--- src/rtl/wb_regfile_fwd.sv ---
// Writeback stage: commits EX/WB results into an 8-entry register file with R0 hardwired to zero.
// Provides write-through ID read ports, EX operand forwarding and a committed-writeback counter.
module wb_regfile_fwd #(
  parameter int DATA_W = 8,
  parameter int ADDR_W = 3,
  parameter int CNT_W  = 16
) (
  input  logic              Clk,
  input  logic              Reset,
  input  logic              EX_WB_RegWrite,
  input  logic [ADDR_W-1:0] EX_WB_Write_Reg_Num,
  input  logic [DATA_W-1:0] EX_WB_ALUResult,
  input  logic [ADDR_W-1:0] Read_Reg_Num1,
  input  logic [ADDR_W-1:0] Read_Reg_Num2,
  output logic [DATA_W-1:0] Read_Data1,
  output logic [DATA_W-1:0] Read_Data2,
  input  logic [ADDR_W-1:0] ID_EX_Rs1,
  input  logic [ADDR_W-1:0] ID_EX_Rs2,
  input  logic [DATA_W-1:0] ID_EX_Data1,
  input  logic [DATA_W-1:0] ID_EX_Data2,
  output logic [DATA_W-1:0] EX_Operand1,
  output logic [DATA_W-1:0] EX_Operand2,
  output logic [CNT_W-1:0]  WB_Count
);

  localparam int DEPTH = 1 << ADDR_W;

  logic [DATA_W-1:0] regs [DEPTH];
  logic              commit;

  // A write to R0 is not a commit: it neither updates the array nor the counter.
  assign commit = EX_WB_RegWrite && (EX_WB_Write_Reg_Num != '0);

  always_ff @(posedge Clk or negedge Reset) begin
    if (!Reset) begin
      for (int i = 0; i < DEPTH; i++) regs[i] <= '0;
      WB_Count <= '0;
    end else if (commit) begin
      regs[EX_WB_Write_Reg_Num] <= EX_WB_ALUResult;
      WB_Count                  <= WB_Count + CNT_W'(1);
    end
  end

  // ID read ports: commit is only true for nonzero destinations, so R0 never bypasses.
  always_comb begin
    Read_Data1 = '0;
    if (Read_Reg_Num1 != '0) begin
      if (commit && (EX_WB_Write_Reg_Num == Read_Reg_Num1)) Read_Data1 = EX_WB_ALUResult;
      else                                                  Read_Data1 = regs[Read_Reg_Num1];
    end
  end

  always_comb begin
    Read_Data2 = '0;
    if (Read_Reg_Num2 != '0) begin
      if (commit && (EX_WB_Write_Reg_Num == Read_Reg_Num2)) Read_Data2 = EX_WB_ALUResult;
      else                                                  Read_Data2 = regs[Read_Reg_Num2];
    end
  end

  // EX forwarding: each operand independently takes the WB value on a register match.
  assign EX_Operand1 = (commit && (EX_WB_Write_Reg_Num == ID_EX_Rs1)) ? EX_WB_ALUResult : ID_EX_Data1;
  assign EX_Operand2 = (commit && (EX_WB_Write_Reg_Num == ID_EX_Rs2)) ? EX_WB_ALUResult : ID_EX_Data2;

endmodule

--- config.mk ---
export PLATFORM = sky130hd
export DESIGN_NAME = wb_regfile_fwd
export DESIGN_NICKNAME = d
export VERILOG_FILES = /design/src/rtl/wb_regfile_fwd.sv
export SDC_FILE = /design/constraint.sdc
export NUM_CORES = 1
export LEC_CHECK = 0
export ABC_AREA = 0
export CORE_ASPECT_RATIO = 1.1
export CORE_MARGIN = 2
export CORE_UTILIZATION = 25
export DETAILED_ROUTE_END_ITERATION = 10
export DONT_BUFFER_PORTS = 1
export SLEW_MARGIN = 40
export SYNTH_ARGS = -nofsm -noshare
export SYNTH_HDL_FRONTEND = slang
export SYNTH_SLANG_ARGS = --single-unit
--- constraint.sdc ---
create_clock -name Clk -period 2.75 [get_ports Clk]
set_clock_uncertainty 0.05 [all_clocks]
set_input_delay 0.4125 -clock Clk [delete_from_list [all_inputs] [get_ports Clk]]
set_output_delay 0.4125 -clock Clk [all_outputs]
set_load 0.02 [all_outputs]
Word-level counts from Yosys, hierarchy flattened:

Index checks and enable logic that the tools add are counted.

* bits in registers: 80
* word-level logic and storage cells: 45

* $add $sub $neg: 1
* magnitude comparators: 4
* equality and inequality tests: 4
* muxes and demuxes: 15
* bitwise logic cells: 3
* reduce and logical (&&, ||, !) cells: 9

Operators with widths (number)
* $mux 8: 11
* $bwmux 64: 1
* $bmux 8 s3: 2
* $demux 8 s3: 1
* $add 16x1->16 const B: 1
* $eq 3x3->1: 4
* $ge 4x4->1 const B: 3
* $not 3->4: 3
* $reduce_bool 3->1: 3
* $logic_and 1x1->1: 6
* $lt 4x1->1 const B: 1

Longest topological paths before layout:

* word-level depth: 6
* mapped depth: 6

Least setup slack after synthesis:

Ideal clock, no wire load.

* kind: input to output
* start: input port Read_Reg_Num1[1]
* end: output port Read_Data1[0]
* arrival: 1.921 ns
* required time: 2.288 ns
* setup slack: 0.367 ns
* stages: 5
* path through: buf_1 > xor2_1 > nor4_4 > mux2i_1 > nor2_1

* longest elaborated chain between the ends: 6

RTL lines
* start: declaration: RTL line 13 `input logic [ADDR_W-1:0] Read_Reg_Num1,`
* $not 3->4 (not written as such): RTL line 49 `else Read_Data1 = regs[Read_Reg_Num1];`
* $bmux 8 s3: RTL line 49
* $mux 8 (not written as such) (2 in series): RTL line 49
* $mux 8: RTL line 48 `if (commit && (EX_WB_Write_Reg_Num == Read_Reg_Num1)) Read_Data1 = EX_WB_ALUResult;`
* $mux 8 *: RTL line 47 `if (Read_Reg_Num1 != '0) begin`
* end: declaration: RTL line 15 `output logic [DATA_W-1:0] Read_Data1,`

Every way passes the cells marked *; elsewhere a longest branch is shown, timed or not. The select of a mux whose other input is x is not followed.

Worst setup path in the final report:

* start: register regs[18] (netlist bit)
* end: output port Read_Data1[2]

* longest elaborated chain between the ends: 5

RTL lines
* start: declaration: RTL line 28 `logic [DATA_W-1:0] regs [DEPTH];`
* start signal: indexed assignment: RTL line 39 `regs[EX_WB_Write_Reg_Num] <= EX_WB_ALUResult;`
* $bmux 8 s3: RTL line 49
* $mux 8 (not written as such) (2 in series): RTL line 49
* $mux 8: RTL line 48
* $mux 8: RTL line 47

No other way between the ends. The select of a mux whose other input is x is not followed.

==> run_results.csv <==
group,metric,value,unit
timing,hold_violations,0,
timing,setup_slack,0.3703,ns
clock_network,clockBufferDepth,2,
timing,clock.fmax,0.4202,GHz
global_route,grt_pass1_wl,18.60,mm
critical_path,timing.rr.end,"WB_Count[13]$_DFFE_PN0P_",
drt,ant_nets,0,
finish,antenna_cells,0,
hold_path,hold_path_class,"input port to register",
clock_network,clock-sinks,80,
placed_design,dpl.hpwl,8.505,mm
yosys,synth_nets,378,
power_and_ir_drop,ir_drop,0.0005757,V
power_and_ir_drop,powerDensity,730.3,nW/um2
timing,worstMarginPinSlew,0.8019,ns
placed_design,io_buffers,0,
global_route,grt_overflow_total,0,
hold_path,worstHoldPathCells,1,
clock_network,htreeDepth,3,
global_route,grt_pass1_vias,3007,
drt,num_vias,2900,
global_route,track_usage,0.1258,
yosys,ys_top_cells_by_area,"dfrtp_1 (42%), mux2_2 (17%), mux4_2 (15%)",
finish,post-route-util,0.2953,
flow_run,maxCapViolations,0,
drt,top_layer_used,"met4",
drt,met3_length,739,um
drt,drt_pass1_iterations,4,
critical_path,worstPathArrival,1.92,ns
yosys,synth.avg_cell_area,14.07,um2
clock_network,tritoncts,"yes",
finish,drive_gt1_frac,0.4855,
placed_design,globalplace.congestion,0.7440,
timing,max_slew_margin,0.4605,
global_route,antenna_found_initial,0,
finish,layout_commonest_cell,"dfrtp_1",
drt,m1WireLength,5.471,mm
critical_path,r2r_slack,0.75,ns
drt,wire_per_inst,21.04,um
yosys,yosys_warnings,0,
critical_path,crit_required,2.29,ns
timing,timing.hold.ws,0.1767,ns
hold_path,whs_endpoint,"regs[44]$_DFFE_PN0P_",
clock_network,cts-root-buf,"clkbuf_16",
power_and_ir_drop,p_leak,0.002180,uW
floorplanning,die_w,134.9,um
drt,finalWirelength,12.39,mm
yosys,synth.top_cell.area_share,0.4246,
critical_path,endpoint_kind,"primary output",
drt,viasPerCell,4.924,
placed_design,dp_slack,0.4803,ns
critical_path,reg2reg_from,"WB_Count[3]$_DFFE_PN0P_",
floorplanning,design.die.area,19970,um2
global_route,grt_max_degree,81,
timing,setup_violations,0,
yosys,synth_cell_types,30,
yosys,synth_seq_area_share,0.4246,
floorplanning,rows,52,
yosys,syn_inst,335,
timing,slew_violations,0,
timing,finalCriticalPeriod,2.380,ns
drt,drtIter0Drc,137,
floorplanning,io_pins,90,
floorplanning,initial_core_util,0.2560,
finish,nets,384,
floorplanning,fp.dieH,148.0,um
clock_network,cts_made_buffers,9,
outcome,status,"completed",
clock_network,clk_latency,0.33,ns
critical_path,crit_path_start_kind,"register",
critical_path,rr_worst_depth,4,
yosys,synth-seq-cells,80,
critical_path,crit_fanout,3,
finish,area_growth_syn_to_layout,15.31,%
clock_network,clk_pin_slew_worst_paths,0.06,ns
drt,dr_wl_met2,6.021,mm
clock_network,post_cts_buffers,0,
drt,drt_drc_violations_left,0,
timing,fin_crit_sh,0.8653,
hold_path,min_from,"EX_WB_ALUResult[4]",
floorplanning,core-area,18410,um2
critical_path,path_class,"register to primary output",
finish,final_cell_mix,"dfrtp_1 (80), mux2_2 (72), mux4_2 (32)",
timing,setup_tns,0,ns
yosys,yosys.area.top_type,"dfrtp_1",
yosys,synth_area,4715,um2
timing,rsz0062_at_grt,"no",
==> synth_stat cells <==
cell type and n:
nor4bb_1 2, nand4_1 4, and4_1 1, nand3_1 3
o31ai_2 1, nor2_1 17, mux2_4 16, nand4b_1 3
buf_1 1, buf_4 3, inv_1 1, and3_1 2
nor4_4 4, xnor2_1 11, xor2_1 16, nand2_1 11
nor3_2 1, mux2i_1 16, mux4_2 32, and2_1 1
nor4_1 2, ha_1 1, clkbuf_1 20, o31a_1 1
mux2_2 72, dfrtp_1 80, buf_6 1, nor3_1 3
nor4_2 1, buf_2 8
==> worst max path at each step <==
stage          cells past startpoint                    from        endpoint  slack, ns
2_1_floorplan                      5        Read_Reg_Num1[1]   Read_Data1[0]       0.37
3_3_place_gp                       5  EX_WB_Write_Reg_Num[2]  EX_Operand1[5]       0.51
3_5_place_dp                       5  EX_WB_Write_Reg_Num[2]  EX_Operand1[2]       0.48
4_1_cts                            5     regs[1]$_DFFE_PN0P_   Read_Data1[1]       0.38
5_1_grt                            5     regs[2]$_DFFE_PN0P_   Read_Data1[2]       0.29
6_report                           5    regs[18]$_DFFE_PN0P_   Read_Data1[2]       0.37
==> timing repair <==
| action | in CTS | in global routing |
|---|---|---|
| hold endpoints to repair | 80 | 0 |
| hold buffers | 2 | 0 |
| resized for setup | 0 | 0 |
==> layout make-up <==
class	count	area [um2]
Tap cell	243	304.0
Fill cell	1867	12980
Multi-Input combinational cell	221	2556
Timing Repair Buffer	28	232.7
Sequential cell	80	2002
Inverter	1	3.754
Clock inverter	5	105.1
Clock buffer	11	232.7
==> worst max-delay path, cell delays in order (launching register included) <==
cell,delay [ns]
dfrtp_1,0.39
mux4_2,0.46
mux2_2,0.27
mux2i_1,0.17
nor2_1,0.12
buf_4,0.17
==> logic make-up after synthesis <==
logic type / Yosys count / synth area share
xor gates and xnor gates: 27 / 0.05016
AOI/OAI and AO/OA: 2 / 0.004512
adders and majority gates: 1 / 0.002654
DFF: 80 / 0.4246
buffers and inverters: 34 / 0.03317
muxes: 136 / 0.4098
and+or+nand+nor: 55 / 0.07510
==> flip-flops by register name, indices dropped and copies added (netlist names) <==
signal and count:
regs 64, WB_Count 16
==> metal layers <==
| metal | global-route usage | up-vias |
|---|---|---|
| met5 | 0 | - |
| met4 | 0.02969 | 0 |
| met3 | 0.03841 | 16 |
| met2 | 0.2000 | 103 |
| met1 | 0.1684 | 1533 |
| li1 | - | 1248 |
==> metrics by stage <==
| stage | std cells | area [um2] | power (uW) |
|---|---|---|---|
| after global routing | 589 | 5436 | 4153 |
| after floorplan | 335 | 4715 | 2384 |
| after detailed placement | 571 | 5061 | 2607 |
| after CTS | 589 | 5436 | 4013 |
| after global placement | 571 | 5061 | 2560 |
| final | 589 | 5436 | 3970 |
==> power by group <==
group	switching [uW]	internal (uW)	total, uW
Sequential	257	1410	1670
Clock	469	887	1360
Combinational	399	549	948
Total	1120	2850	3970
Power figures use the tool's default switching activity.
